$ cat config.mk
export PLATFORM = sky130hd
export DESIGN_NAME = bus_dma_master
export DESIGN_NICKNAME = d
export VERILOG_FILES = /design/src/rtl/bus_dma_master.sv
export SDC_FILE = /design/constraint.sdc
export NUM_CORES = 1
export LEC_CHECK = 0
export BUFFER_PORTS_ARGS = -buffer_cell sky130_fd_sc_hd__buf_4
export CORE_ASPECT_RATIO = 0.8
export CORE_MARGIN = 4
export CORE_UTILIZATION = 30
export CTS_CLUSTER_SIZE = 16
export DETAILED_ROUTE_END_ITERATION = 8
export PLACE_DENSITY_LB_ADDON = 0.08
export REMOVE_ABC_BUFFERS = 1
export SYNTH_ARGS = -nofsm -noshare
export SYNTH_HDL_FRONTEND = slang
export SYNTH_SLANG_ARGS = --single-unit
$ cat constraint.sdc
create_clock -name clk -period 5.1 [get_ports clk]
set_input_delay 1.53 -clock clk [delete_from_list [all_inputs] [get_ports clk]]
set_output_delay 1.53 -clock clk [all_outputs]
set_load 0.03 [all_outputs]
$ cat src/rtl/bus_dma_master.sv
// ---------------------------------------------------------------------------
// bus_dma_master
//
// Purpose:
//   A second initiator on the CPU memory bus. It copies a block of words from
//   one address range to another without CPU involvement. Bus ownership comes
//   from an external arbiter through bus_req/bus_gnt. The top level muxes this
//   block's mem_addr/mem_cmd/out onto the bus while bus_gnt is high.
//   Each word is a three-cycle sequence: RD0 and RD1 present the read address,
//   and WR writes the captured word. Addresses wrap modulo 2**AW.
//
// Optional feature (compile-time macro DMA_FILL_EN):
//   When DMA_FILL_EN is defined, the fill input is latched at start. In fill
//   mode the read phase is skipped. The destination range is written with
//   src_addr zero-extended to DW bits, at one word per cycle.
//   When DMA_FILL_EN is not defined, fill is ignored and every transfer is a copy.
//
// Ports:
//   clk       in   1      system clock, all state changes on posedge
//   reset_n   in   1      asynchronous active-low reset
//   start     in   1      one-cycle pulse; latches src/dst/len; honoured in IDLE only
//   src_addr  in   AW     first source word address (fill word in fill mode)
//   dst_addr  in   AW     first destination word address
//   len       in   LEN_W  number of words to move (0 = complete immediately)
//   fill      in   1      fill mode select (only with DMA_FILL_EN)
//   bus_gnt   in   1      arbiter grant, high = this block owns the bus
//   in        in   DW     bus read data, valid one cycle after MREAD address
//   bus_req   out  1      bus ownership request
//   mem_addr  out  AW     bus address
//   mem_cmd   out  2      00 none, 01 MREAD, 10 MWRITE
//   out       out  DW     bus write data
//   busy      out  1      transfer in progress
//   done      out  1      one-cycle pulse at completion
// ---------------------------------------------------------------------------
module bus_dma_master #(
    parameter int AW    = 9,
    parameter int DW    = 16,
    parameter int LEN_W = 8
) (
    input  logic             clk,
    input  logic             reset_n,
    input  logic             start,
    input  logic [AW-1:0]    src_addr,
    input  logic [AW-1:0]    dst_addr,
    input  logic [LEN_W-1:0] len,
    input  logic             fill,
    input  logic             bus_gnt,
    input  logic [DW-1:0]    in,
    output logic             bus_req,
    output logic [AW-1:0]    mem_addr,
    output logic [1:0]       mem_cmd,
    output logic [DW-1:0]    out,
    output logic             busy,
    output logic             done
);

    localparam logic [1:0] CMD_NONE  = 2'b00;
    localparam logic [1:0] CMD_READ  = 2'b01;
    localparam logic [1:0] CMD_WRITE = 2'b10;

    typedef enum logic [2:0] {
        IDLE,
        REQ,
        RD0,
        RD1,
        WR,
        DONE
    } state_t;

    state_t state;
    state_t next_state;

    logic [AW-1:0]    sa;
    logic [AW-1:0]    da;
    logic [LEN_W-1:0] cnt;
    logic [DW-1:0]    data_reg;
    logic             fill_mode;
    logic             last_word;

    // cnt still holds the count of words left, including the one in WR.
    assign last_word = (cnt == LEN_W'(1));

`ifdef DMA_FILL_EN
    logic [DW-1:0] fill_word;

    assign fill_word = {{(DW-AW){1'b0}}, src_addr};

    // The fill mode is latched together with the other transfer parameters.
    // A start while busy therefore cannot change it mid-transfer.
    always_ff @(posedge clk or negedge reset_n) begin
        if (!reset_n) begin
            fill_mode <= 1'b0;
        end else if (state == IDLE && start) begin
            fill_mode <= fill;
        end
    end
`else
    logic unused_fill;

    assign unused_fill = fill;
    assign fill_mode   = 1'b0;
`endif

    // State register.
    always_ff @(posedge clk or negedge reset_n) begin
        if (!reset_n) begin
            state <= IDLE;
        end else begin
            state <= next_state;
        end
    end

    // Transfer datapath. The parameters are latched only in IDLE, so a start
    // pulse during a transfer leaves them untouched. Both pointers advance at
    // the end of every WR and wrap naturally at AW bits.
    always_ff @(posedge clk or negedge reset_n) begin
        if (!reset_n) begin
            sa       <= '0;
            da       <= '0;
            cnt      <= '0;
            data_reg <= '0;
        end else begin
            case (state)
                IDLE: begin
                    if (start) begin
                        sa  <= src_addr;
                        da  <= dst_addr;
                        cnt <= len;
`ifdef DMA_FILL_EN
                        data_reg <= fill_word;
`endif
                    end
                end
                RD1: begin
                    data_reg <= in;
                end
                WR: begin
                    sa  <= sa + 1'b1;
                    da  <= da + 1'b1;
                    cnt <= cnt - 1'b1;
                end
                default: begin
                end
            endcase
        end
    end

    // Next state and bus outputs. bus_gnt is looked at only in REQ and on
    // leaving WR, so a word that has started always runs to its write. When
    // the grant is gone after a word, the FSM falls back to REQ and keeps
    // requesting.
    always_comb begin
        next_state = state;
        bus_req    = 1'b0;
        mem_cmd    = CMD_NONE;
        mem_addr   = '0;
        out        = '0;
        busy       = 1'b0;
        done       = 1'b0;

        case (state)
            IDLE: begin
                if (start) begin
                    next_state = (len == '0) ? DONE : REQ;
                end
            end
            REQ: begin
                bus_req = 1'b1;
                busy    = 1'b1;
                if (bus_gnt) begin
                    next_state = fill_mode ? WR : RD0;
                end
            end
            RD0: begin
                bus_req    = 1'b1;
                busy       = 1'b1;
                mem_cmd    = CMD_READ;
                mem_addr   = sa;
                next_state = RD1;
            end
            RD1: begin
                bus_req    = 1'b1;
                busy       = 1'b1;
                mem_cmd    = CMD_READ;
                mem_addr   = sa;
                next_state = WR;
            end
            WR: begin
                bus_req  = 1'b1;
                busy     = 1'b1;
                mem_cmd  = CMD_WRITE;
                mem_addr = da;
                out      = data_reg;
                if (last_word) begin
                    next_state = DONE;
                end else if (bus_gnt) begin
                    next_state = fill_mode ? WR : RD0;
                end else begin
                    next_state = REQ;
                end
            end
            DONE: begin
                done       = 1'b1;
                next_state = IDLE;
            end
            default: begin
                next_state = IDLE;
            end
        endcase
    end

endmodule
# Yosys cells after proc, flatten, opt, wreduce, memory -nomap -nowiden
# Cells that the tools add are included.
[classes] n_mux=17 reduce_logical=7 addsub=3 n_eq_ne=8
[ops] cell="$pmux W9 S2" count=3
[ops] cell="$add A9 B1 Y9 const B" count=2
[ops] cell="$mux W9" count=2
[ops] cell="$mux W16" count=1
[ops] cell="$pmux W8 S2" count=1
[ops] cell="$pmux W3 S5" count=1
[ops] cell="$mux W3" count=4
[ops] cell="$eq A8 B1 Y1 const B" count=1
[ops] cell="$logic_not A8 Y1" count=1
[ops] cell="$mux W8" count=1
[ops] cell="$sub A8 B1 Y8 const B" count=1
[ops] cell="$eq A3 B2 Y1 const B" count=2
[ops] cell="$eq A3 B3 Y1 const B" count=2
[ops] cell="$ne A2 B2 Y1 const B" count=2
[ops] cell="$pmux W2 S2" count=1
[ops] cell="$reduce_and A2 Y1" count=2
[ops] cell="$reduce_or A4 Y1" count=1
[ops] cell="$eq A3 B1 Y1 const B" count=1
[ops] cell="$logic_not A3 Y1" count=1
[ops] cell="$mux W1" count=2
[ops] cell="$mux W2" count=1
[ops] cell="$reduce_bool A2 Y1" count=1
[ops] cell="$reduce_or A2 Y1" count=1
[totals] out_inout_bits=30 ff_bits=45 in_bits=47

# Longest topological paths before layout
[logic_depth] depth_word=4 depth_mapped=8 mapped_depth_nobuf=6

# Least setup slack after synthesis
# No wires, ideal clock.
[synth_path] kind="reg-to-output" from="register state[2]" to="output port busy" stages_incl_launch_ff=6 arrival_ns=1.772 required_ns=3.570 setup_slack_ns=1.798 cell_sequence="dfrtp_1 buf_2 buf_2 buf_1 xnor2_1 buf_4"
[synth_via] elab_chain_cells=3 word_cells_on_any_way=6
[synth_rtl] element="start, declared" line="70" source="state_t state;"
[synth_rtl] element="start signal, assigned" line="109" source="state <= next_state;"
[synth_rtl] element="$eq A3 B2 Y1, or another cell as far along"
[synth_rtl] element="$reduce_or A4 Y1 (no source line) (*)"
[synth_rtl] element="$mux W1 (*)"
[synth_rtl] element="end, declared" line="53" source="output logic busy,"
# Mark *: on every way between the ends. The rest lies on a longest branch, timed or not.

# Worst setup path after layout
[layout_path] from="register state[2]" to="output port mem_addr[5]"
[layout_via] elab_chain_cells=3 word_cells_on_any_way=5
[layout_rtl] element="$eq A3 B2 Y1" line="161" source="case (state)"
[layout_rtl] element="$reduce_or A2 Y1 (no source line)"
[layout_rtl] element="$pmux W9 S2 (*)" line="161"
[layout_rtl] element="end, declared" line="50" source="output logic [AW-1:0] mem_addr,"
# Marked as above.

==> metrics <==
status=complete, no violations; Die X=115.8 µm; DP Wirelength=around 5200 µm; routing usage on met2=22.83%; Worst Max-Slew Pin Slew=0.7739 ns; maxcap violations=0; Post-Syn Area=2786 µm²; die height=94.20 µm; port bufs=75; DRT Pass-1 Iters=4; largest area contributor in the netlist=dfrtp_1; max-slew violations=0; Hold WC Path Type=flop to flop; share of the synthesized area in the top cell type=40.41%; Logic pwr share=48.2%; Most used DFF post-synth=dfrtp_1; initial antenna violation count=0; Final setup viols=0; vias in the first global route=between 2000 and 2500; antenna viol nets, final=0; Fillers=922; post-synthesis area per instance=9.288 µm²; setup tns final=0 ns; GR peak layer=met2; Post-CTS Resized=0; clock network fraction of design power=between 10% and 20%; Longest Clk Path Bufs=2; total power=about 2.2 mW; Relative slew margins=48.35%; die footprint=10900 µm²; P_sw=approximately 0.96 mW; Worst-Skew Late Latency=0.29 ns; Reg power frac=35.1%; hold_buf cts=0; max FFs per register=16; met3 demand-to-capacity share in global routing=2.898%; FMAX=269.4 MHz; H-tree depth=2; crit start category=flop; leakage power=1.548 nW; WL/cell=16.51 µm; Final Skew=0.003553 ns; CTS Buf Count=5; routed wire length=7811 µm; Starting Density=30.83%; count of boundary I/O pins=between 70 and 80; Via Count=2470; PD cells=620.4 nW/µm²; gr usage total=14.68%; largest net degree at the start of global routing=46; global-route wire length before repair=12520 µm; sequential-to-total area share from yosys stat=roughly two fifths; dominant cells by area after synthesis=dfrtp_1 40%, mux2_2 6.5%, a21oi_1 4.0%; gpl congestion=between 0.7 and 0.8; met1 Use GR=20.59%; CP Class=flop to output pin; TritonCTS Sinks=45; CTS clock-pin slew for the worst setup and hold paths=0.06 ns; worst-path maximum fanout=31; Seq cells post-synth=45; Remaining DRCs=0; EDFF count, synth=0; Tmin final=3.713 ns; DR vias/cell=5.222; RSZ-0062 raised after global routing=no; Unique masters post-synth=52; Mapped Cells=300; Sw Share=43.73%; number of synthesis warnings=0; grt ovf=0; commonest non-fill, non-tap cell in the layout=buf_4; Post-CTS Setup Bufs=0; Area Overhead vs Synth=26.45%; period utilization=72.79%; TritonCTS clock tree=done; fin nets=409; layout cells sized above 1=30.73%; root buffer cell=clkbuf_16; n_diodes=0; Crit path required time=between 3 and 4 ns; drt first-iter violations=111; commonest cells after routing, fill and taps aside=77 x buf_4, 45 x dfrtp_1, 24 x nor2_1; CP arrival=approximately 2.2 ns; Post-synth ARST share=between 90% and 100%; row cnt=31; Cell Int Power=1.230 mW; Critical Path End Type=output pin; Fin. Hold Viols=0; Final Util=38.99%; Max rail drop VDD=0.0001882 V; Core Footprint=9037 µm²
-- cell type report --
| cell class | instances | area (µm²) | area share (%) |
|---|---|---|---|
| sequential | 45 | 1126 | 31.96 |
| multi-input combinational | 220 | 1481 | 42.05 |
| clock inverter | 2 | 35.03 | 0.9943 |
| tap | 115 | 143.9 | 4.084 |
| inverter | 9 | 33.78 | 0.9588 |
| clock buffer | 5 | 125.1 | 3.551 |
| timing repair buffer | 77 | 578.1 | 16.41 |
-- through the flow --
stage,instance area [µm²],worst slack (ns),hold WS [ns],std cells
after floorplan,2641,1.385,0.4706,274
after global placement,3363,1.658,0.4792,466
after detailed placement,3363,1.668,0.4856,466
after CTS,3523,1.346,0.5013,473
after global routing,3523,1.166,0.5115,473
final,3523,1.387,0.4959,473
-- cell families (layout without fill, tap and decap cells) --
logic type / after synthesis / count (layout) / share of synthesized area (%)
adders and majority gates: 4 / 4 / 1.796
AOI/OAI and AO/OA: 90 / 90 / 22.18
buffers and inverters: 35 / 93 / 6.421
DFF: 45 / 45 / 40.41
muxes: 19 / 19 / 7.544
and+or+nand+nor: 104 / 104 / 20.70
xor gates and xnor gates: 3 / 3 / 0.9431
-- final timing paths --
kind	startpoint	endpoint	slack, ns	depth (start not counted)
worst max-delay path	state[2]	mem_addr[5]	1.39	5
worst min-delay path	data_reg[0]	data_reg[0]	0.50	1
worst max register to register	state[2]	data_reg[12]	2.98	3
worst min register to register	data_reg[0]	data_reg[0]	0.50	1
max in group asynchronous	reset_n	cnt[7]	3.43	1
min in group asynchronous	reset_n	data_reg[1]	1.26	1
-- Yosys cell counts, drive strengths merged, types with 2 or more instances --
library cell	count
dfrtp	45
nor2	26
a21oi	22
nand2	18
and2	17
buf	16
mux2	16
o22ai	15
clkbuf	10
inv	9
nand3	9
a22o	8
o21ai	8
nand4	7
o22a	7
nor3	6
a211oi	4
a31oi	4
and3	4
ha	4
or2	4
a221oi	3
a311oi	3
mux2i	3
nor4	3
o211ai	3
o221ai	3
xnor2	3
a21o	2
and4	2
nand2b	2
nor3b	2
o32ai	2
-- critical path, stage by stage (launching register included) --
cell,delay (ns)
dfrtp_1,0.67
nand2_1,0.29
inv_2,0.50
nand2_1,0.16
nand2_1,0.12
buf_4,0.16
-- layer usage --
layer	up-vias	share of wire, %
li1	1228	-
met1	1165	47
met2	67	46
met3	10	5.6
met4	0	1.3
met5	-	0
-- power by group through the flow --
stage | clock network (mW) | registers, mW | logic, mW
final | 0.366 | 0.766 | 1.05
after detailed placement | 0 | 0.771 | 1.06
after CTS | 0.381 | 0.764 | 1.07
after global routing | 0.391 | 0.803 | 1.17
after global placement | 0 | 0.765 | 1.05
after floorplan | 0 | 0.719 | 0.752
(Power assumes the default switching activity.)
